## src/rtl/rom_stream_reader.sv

```systemverilog
// Address sequencer and valid/ready stream adapter for a combinational lookup ROM.
// Walks `count` consecutive (wrapping) addresses, registers each word and accumulates accepted words.
//
// state | meaning
// IDLE  | waiting for start; rom_addr holds address after the last word read
// RUN   | fetching words from the ROM into the output register
// DRAIN | final word presented, waiting for the consumer to take it
// DONE  | one-cycle completion pulse
module rom_stream_reader #(
  parameter int ADDR_W = 4,
  parameter int DATA_W = 8,
  parameter int SUM_W  = 12
) (
  input  logic              clk,
  input  logic              rst_n,
  input  logic              start,
  input  logic [ADDR_W-1:0] base_addr,
  input  logic [ADDR_W:0]   count,
  output logic [ADDR_W-1:0] rom_addr,
  input  logic [DATA_W-1:0] rom_data,
  output logic [DATA_W-1:0] out_data,
  output logic              out_valid,
  input  logic              out_ready,
  output logic              out_last,
  output logic              busy,
  output logic              done,
  output logic [SUM_W-1:0]  sum
);

  typedef enum logic [1:0] {IDLE, RUN, DRAIN, DONE} state_t;

  state_t              state_q, state_d;
  logic [ADDR_W:0]     remaining_q, remaining_d;
  logic [ADDR_W-1:0]   rom_addr_d;
  logic [DATA_W-1:0]   out_data_d;
  logic                out_valid_d, out_last_d;
  logic [SUM_W-1:0]    sum_d;
  logic                fire, load;

  assign fire = out_valid & out_ready;
  assign load = (state_q == RUN) & (~out_valid | fire);
  assign busy = (state_q == RUN) | (state_q == DRAIN);
  assign done = (state_q == DONE);

  always_comb begin
    state_d     = state_q;
    remaining_d = remaining_q;
    rom_addr_d  = rom_addr;
    out_data_d  = out_data;
    out_valid_d = out_valid;
    out_last_d  = out_last;
    sum_d       = sum;

    if (fire) sum_d = sum + SUM_W'(out_data);

    case (state_q)
      IDLE: begin
        if (start) begin
          rom_addr_d  = base_addr;
          remaining_d = count;
          sum_d       = '0;
          out_valid_d = 1'b0;
          state_d     = (count != '0) ? RUN : DONE;
        end
      end
      RUN: begin
        // Loading on fire keeps one word per cycle with the consumer always ready.
        if (load) begin
          out_data_d  = rom_data;
          out_valid_d = 1'b1;
          out_last_d  = (remaining_q == (ADDR_W+1)'(1));
          rom_addr_d  = rom_addr + ADDR_W'(1);
          remaining_d = remaining_q - (ADDR_W+1)'(1);
          if (remaining_q == (ADDR_W+1)'(1)) state_d = DRAIN;
        end
      end
      DRAIN: begin
        if (fire) begin
          out_valid_d = 1'b0;
          out_last_d  = 1'b0;
          state_d     = DONE;
        end
      end
      DONE: state_d = IDLE;
      default: state_d = IDLE;
    endcase
  end

  always_ff @(posedge clk or negedge rst_n) begin
    if (!rst_n) begin
      state_q     <= IDLE;
      remaining_q <= '0;
      rom_addr    <= '0;
      out_data    <= '0;
      out_valid   <= 1'b0;
      out_last    <= 1'b0;
      sum         <= '0;
    end else begin
      state_q     <= state_d;
      remaining_q <= remaining_d;
      rom_addr    <= rom_addr_d;
      out_data    <= out_data_d;
      out_valid   <= out_valid_d;
      out_last    <= out_last_d;
      sum         <= sum_d;
    end
  end

endmodule

```

## config.mk

```make
export PLATFORM = sky130hd
export DESIGN_NAME = rom_stream_reader
export DESIGN_NICKNAME = d
export VERILOG_FILES = /design/src/rtl/rom_stream_reader.sv
export SDC_FILE = /design/constraint.sdc
export NUM_CORES = 1
export LEC_CHECK = 0
export CAP_MARGIN = 20
export CORE_MARGIN = 1
export CORE_UTILIZATION = 63
export CTS_CLUSTER_DIAMETER = 30
export DETAILED_ROUTE_END_ITERATION = 16
export DONT_BUFFER_PORTS = 1
export PLACE_DENSITY_LB_ADDON = 0.3
export SLEW_MARGIN = 10
export SYNTH_ARGS = -nofsm -noshare
export SYNTH_HDL_FRONTEND = slang
export SYNTH_SLANG_ARGS = --single-unit
```

## constraint.sdc

```tcl
create_clock -name clk -period 2.4 [get_ports clk]
set_input_delay 0.24 -clock clk [delete_from_list [all_inputs] [get_ports clk]]
set_output_delay 0.24 -clock clk [all_outputs]
set_load 0.02 [all_outputs]
```

==> key figures <==
Timing
  • # setup viols final: 0
  • Total negative slack: 0 ns
  • Max-slew violation count: 0
  • Final period util: 83.7%
  • RSZ-0062 raised after global routing: no
  • Final worst setup slack: 0.390 ns
  • Tmin final: 2.01 ns
  • Clock skew: 0.00723 ns
  • Final hold violations: 0
  • Slew HR: 68.6%
  • Tightest Pin Transition: 0.470 ns
  • Max Fclk: 498 MHz

Yosys
  • Warnings, synthesis: 0
  • Area leader, netlist: dfrtp_1
  • Post-synthesis register bit count: 33
  • Post-synth EDFFs: 0
  • Synth Flop Type: dfrtp_1
  • Async S/R FF share, synth: 100%
  • Cells after Synth: 212
  • Synth unique cells: 49
  • Mean post-synth cell area: 10.1 µm²
  • Seq/Total Area, Yosys: 38.6%
  • Main area contributors after synthesis: dfrtp_1 (39%), ha_1 (9.4%), mux2_2 (4.2%)
  • Yosys top cell area share: 38.6%
  • Synthesized Nets: 250
  • Synth Cell Area: 2140 µm²

Pwr
  • Power Dens Cells: 1530 nW/µm²
  • Combinational Power Share: 54.1%
  • P_int: 1.73 mW
  • Seq pwr share: 36.6%
  • Sw frac: 49.7%
  • Psw: 1.71 mW
  • VDD IR max: 0.000802 V
  • Cell leakage power: 0.983 nW
  • Clock Power Share: 9.3%

Clock tree
  • Post-cts sizing count: 0
  • Max H-tree Level: 2
  • Worst-skew pair later-pin latency: 0.33 ns
  • CTS tree: built
  • Root Buffer Master: clkbuf_4
  • CTS buffer count: 5
  • Clock Tree Buf Depth: 2
  • Clock transition at path regs: 0.10 ns
  • Clk sinks: 33

Die
  • Die area: 3640 µm²
  • Initial core utilization: 68.4%
  • I/O pin count: 49
  • Die width: 60.3 µm
  • Core area: 3130 µm²
  • Die height: 60.3 µm
  • Row Count: 20

Critical path
  • Worst Path Buf+Inv: 0
  • Cell mode on critical path: a211oi_1
  • Critical Path Max Stage Delay: 0.48 ns
  • Slowest cell on the critical path: dfrtp_1
  • Worst Setup Start Kind: register
  • Worst setup path class: register to register
  • CP top delay family: adder cells
  • Critical-path maximum fanout: 3
  • Worst setup EP type: register
  • Worst Path Required: 2.65 ns
  • Crit-path cells: ha_1 -> fa_1 -> a21o_1 -> a211oi_1 -> nor2_1 -> a211oi_1
  • Critical Path AT: 2.25 ns

Global route
  • Gr usage total: 29.1%
  • GR Util met2: 50.4%
  • Largest net degree at the start of global routing: 34
  • Initial antenna violation count: 0
  • Gr busiest metal: met2
  • Grt met3 use: 8.44%
  • First-pass GRT wire length: 7.68 mm
  • Global routing usage on met1: 31.8%
  • Number of global-route vias before repair: 1744
  • Grt total ovfl: 0

Routing
  • Drt pass-1 iters: 4
  • Vias/cell: 6.55
  • Via count: 1716
  • Post-route DRC violation count: 0
  • First DRT Iteration DRCs: 129
  • WL final: 4.77 mm
  • DR WL/cell: 18.2 µm
  • Post-route ant nets: 0

Hold path
  • Hold Crit Class: primary input to register

Finish
  • NumNets Final: 256
  • # diodes: 0
  • Most frequent cells in the layout: dfrtp_1 (33), nand2_1 (19), a21oi_1 (17)
  • Most common cell after layout, fill and taps aside: dfrtp_1
  • Cell area after layout: 2250 µm²
  • Area growth syn-to-layout: 5.26%
  • Fraction of layout cells with a size suffix above 1: 15.6%

Placement
  • Final HPWL DP: 3.48 mm
  • GP Congestion: 0.869
  • Placed Instance Area: 2170 µm²
  • Setup WS pre-CTS: 0.410 ns
  • # port buffers: 0

Status
  • Status: completed

Flow run
  • Max-cap violations: 0
worst paths after layout:
| check | startpoint | endpoint | slack, ns | depth (start not counted) |
|---|---|---|---|---|
| max | out_data[0]$_DFFE_PN0P_ | sum[6]$_DFF_PN0_ | 0.39 | 6 |
| min | rom_data[6] | out_data[6]$_DFFE_PN0P_ | 0.05 | 1 |
| max reg2reg | out_data[0]$_DFFE_PN0P_ | sum[6]$_DFF_PN0_ | 0.39 | 6 |
| min reg2reg | remaining_q[3]$_DFFE_PN0P_ | remaining_q[3]$_DFFE_PN0P_ | 0.64 | 2 |
| max in group asynchronous | rst_n | remaining_q[0]$_DFFE_PN0P_ | 1.88 | 2 |
| min in group asynchronous | rst_n | out_data[5]$_DFFE_PN0P_ | 0.34 | 2 |
through the flow:
stage | total power [mW] | hold slack (ns) | instances | utilization (%)
finish | 3.44 | 0.0474 | 262 | 72.0
detailed placement | 3.09 | -0.0550 | 253 | 69.3
global placement | 2.96 | -0.0550 | 253 | 69.3
floorplan | 2.72 | -0.0556 | 212 | -
global route | 3.71 | 0.0233 | 262 | 72.0
CTS | 3.43 | 0.0354 | 262 | 72.0
power by group through the flow:
stage               combinational, mW  clock (mW)  sequential [mW]
finish                           1.86       0.318             1.26
global route                     2.05       0.357             1.30
CTS                              1.84       0.331             1.26
detailed placement               1.82           0             1.27
global placement                 1.71           0             1.25
floorplan                        1.52           0             1.20
worst register-to-register path, delay by kind of cell, from the launching register on:
family / cells / cell delay, ns
adders and majority gates: 2 / 0.70
and+or+nand+nor: 1 / 0.08
AOI/OAI and AO/OA: 3 / 0.66
DFF: 1 / 0.48
per-layer routing:
layer / part of all wire [%] / vias up
li1: - / 798
met1: 39 / 837
met2: 53 / 66
met3: 5.0 / 15
met4: 2.3 / 0
met5: 0 / -
state kept, by name, summed over array words and instances, names as in the netlist:
name,count
out_data,8
out_last,1
out_valid,1
remaining_q,5
rom_addr,4
state_q,2
sum,12
logic make-up (layout without fill, tap and decap cells):
group	count (synthesis)	in the layout	share of synthesized area, %
AOI/OAI and AO/OA	71	71	22.8
xor gates and xnor gates	4	4	1.64
adders and majority gates	17	17	10.3
buffers and inverters	11	17	3.16
DFF	33	33	38.6
muxes	15	15	8.65
and+or+nand+nor	61	61	14.9
cell usage after synthesis (2+ instances only):
| library cell | instances |
|---|---|
| a211oi_1 | 11 |
| a21oi_2 | 3 |
| mux2_2 | 8 |
| a211o_1 | 2 |
| and3_1 | 2 |
| nand2b_1 | 4 |
| buf_6 | 2 |
| a21oi_1 | 17 |
| ha_1 | 16 |
| buf_4 | 2 |
| or2_2 | 4 |
| nor3_1 | 2 |
| mux2i_4 | 2 |
| o31ai_1 | 6 |
| a2111o_1 | 2 |
| nand2_1 | 19 |
| mux2i_1 | 5 |
| and2_1 | 2 |
| xnor2_1 | 4 |
| a21o_1 | 5 |
| a22o_1 | 3 |
| inv_1 | 5 |
| dfrtp_1 | 33 |
| nor2_1 | 14 |
| o21ai_0 | 12 |
| nand3_1 | 3 |
| o21ai_1 | 2 |
final cells by class:
| cell class | count | area (µm²) |
|---|---|---|
| repair buffers | 4 | 45.0 |
| multi-input cells | 168 | 1250 |
| fillers | 239 | 875 |
| inverters | 6 | 25.0 |
| flip-flops and latches | 33 | 826 |
| clock buffers | 7 | 55.1 |
| well taps | 44 | 55.1 |
what timing repair did:
action | 4_1_cts | 5_1_grt
endpoints found under the setup margin | 0 | 0
hold buffers | 2 | 0
endpoints found under the hold margin | 33 | 0
setup buffers | 0 | 0
Power figures use the tool's default switching activity.
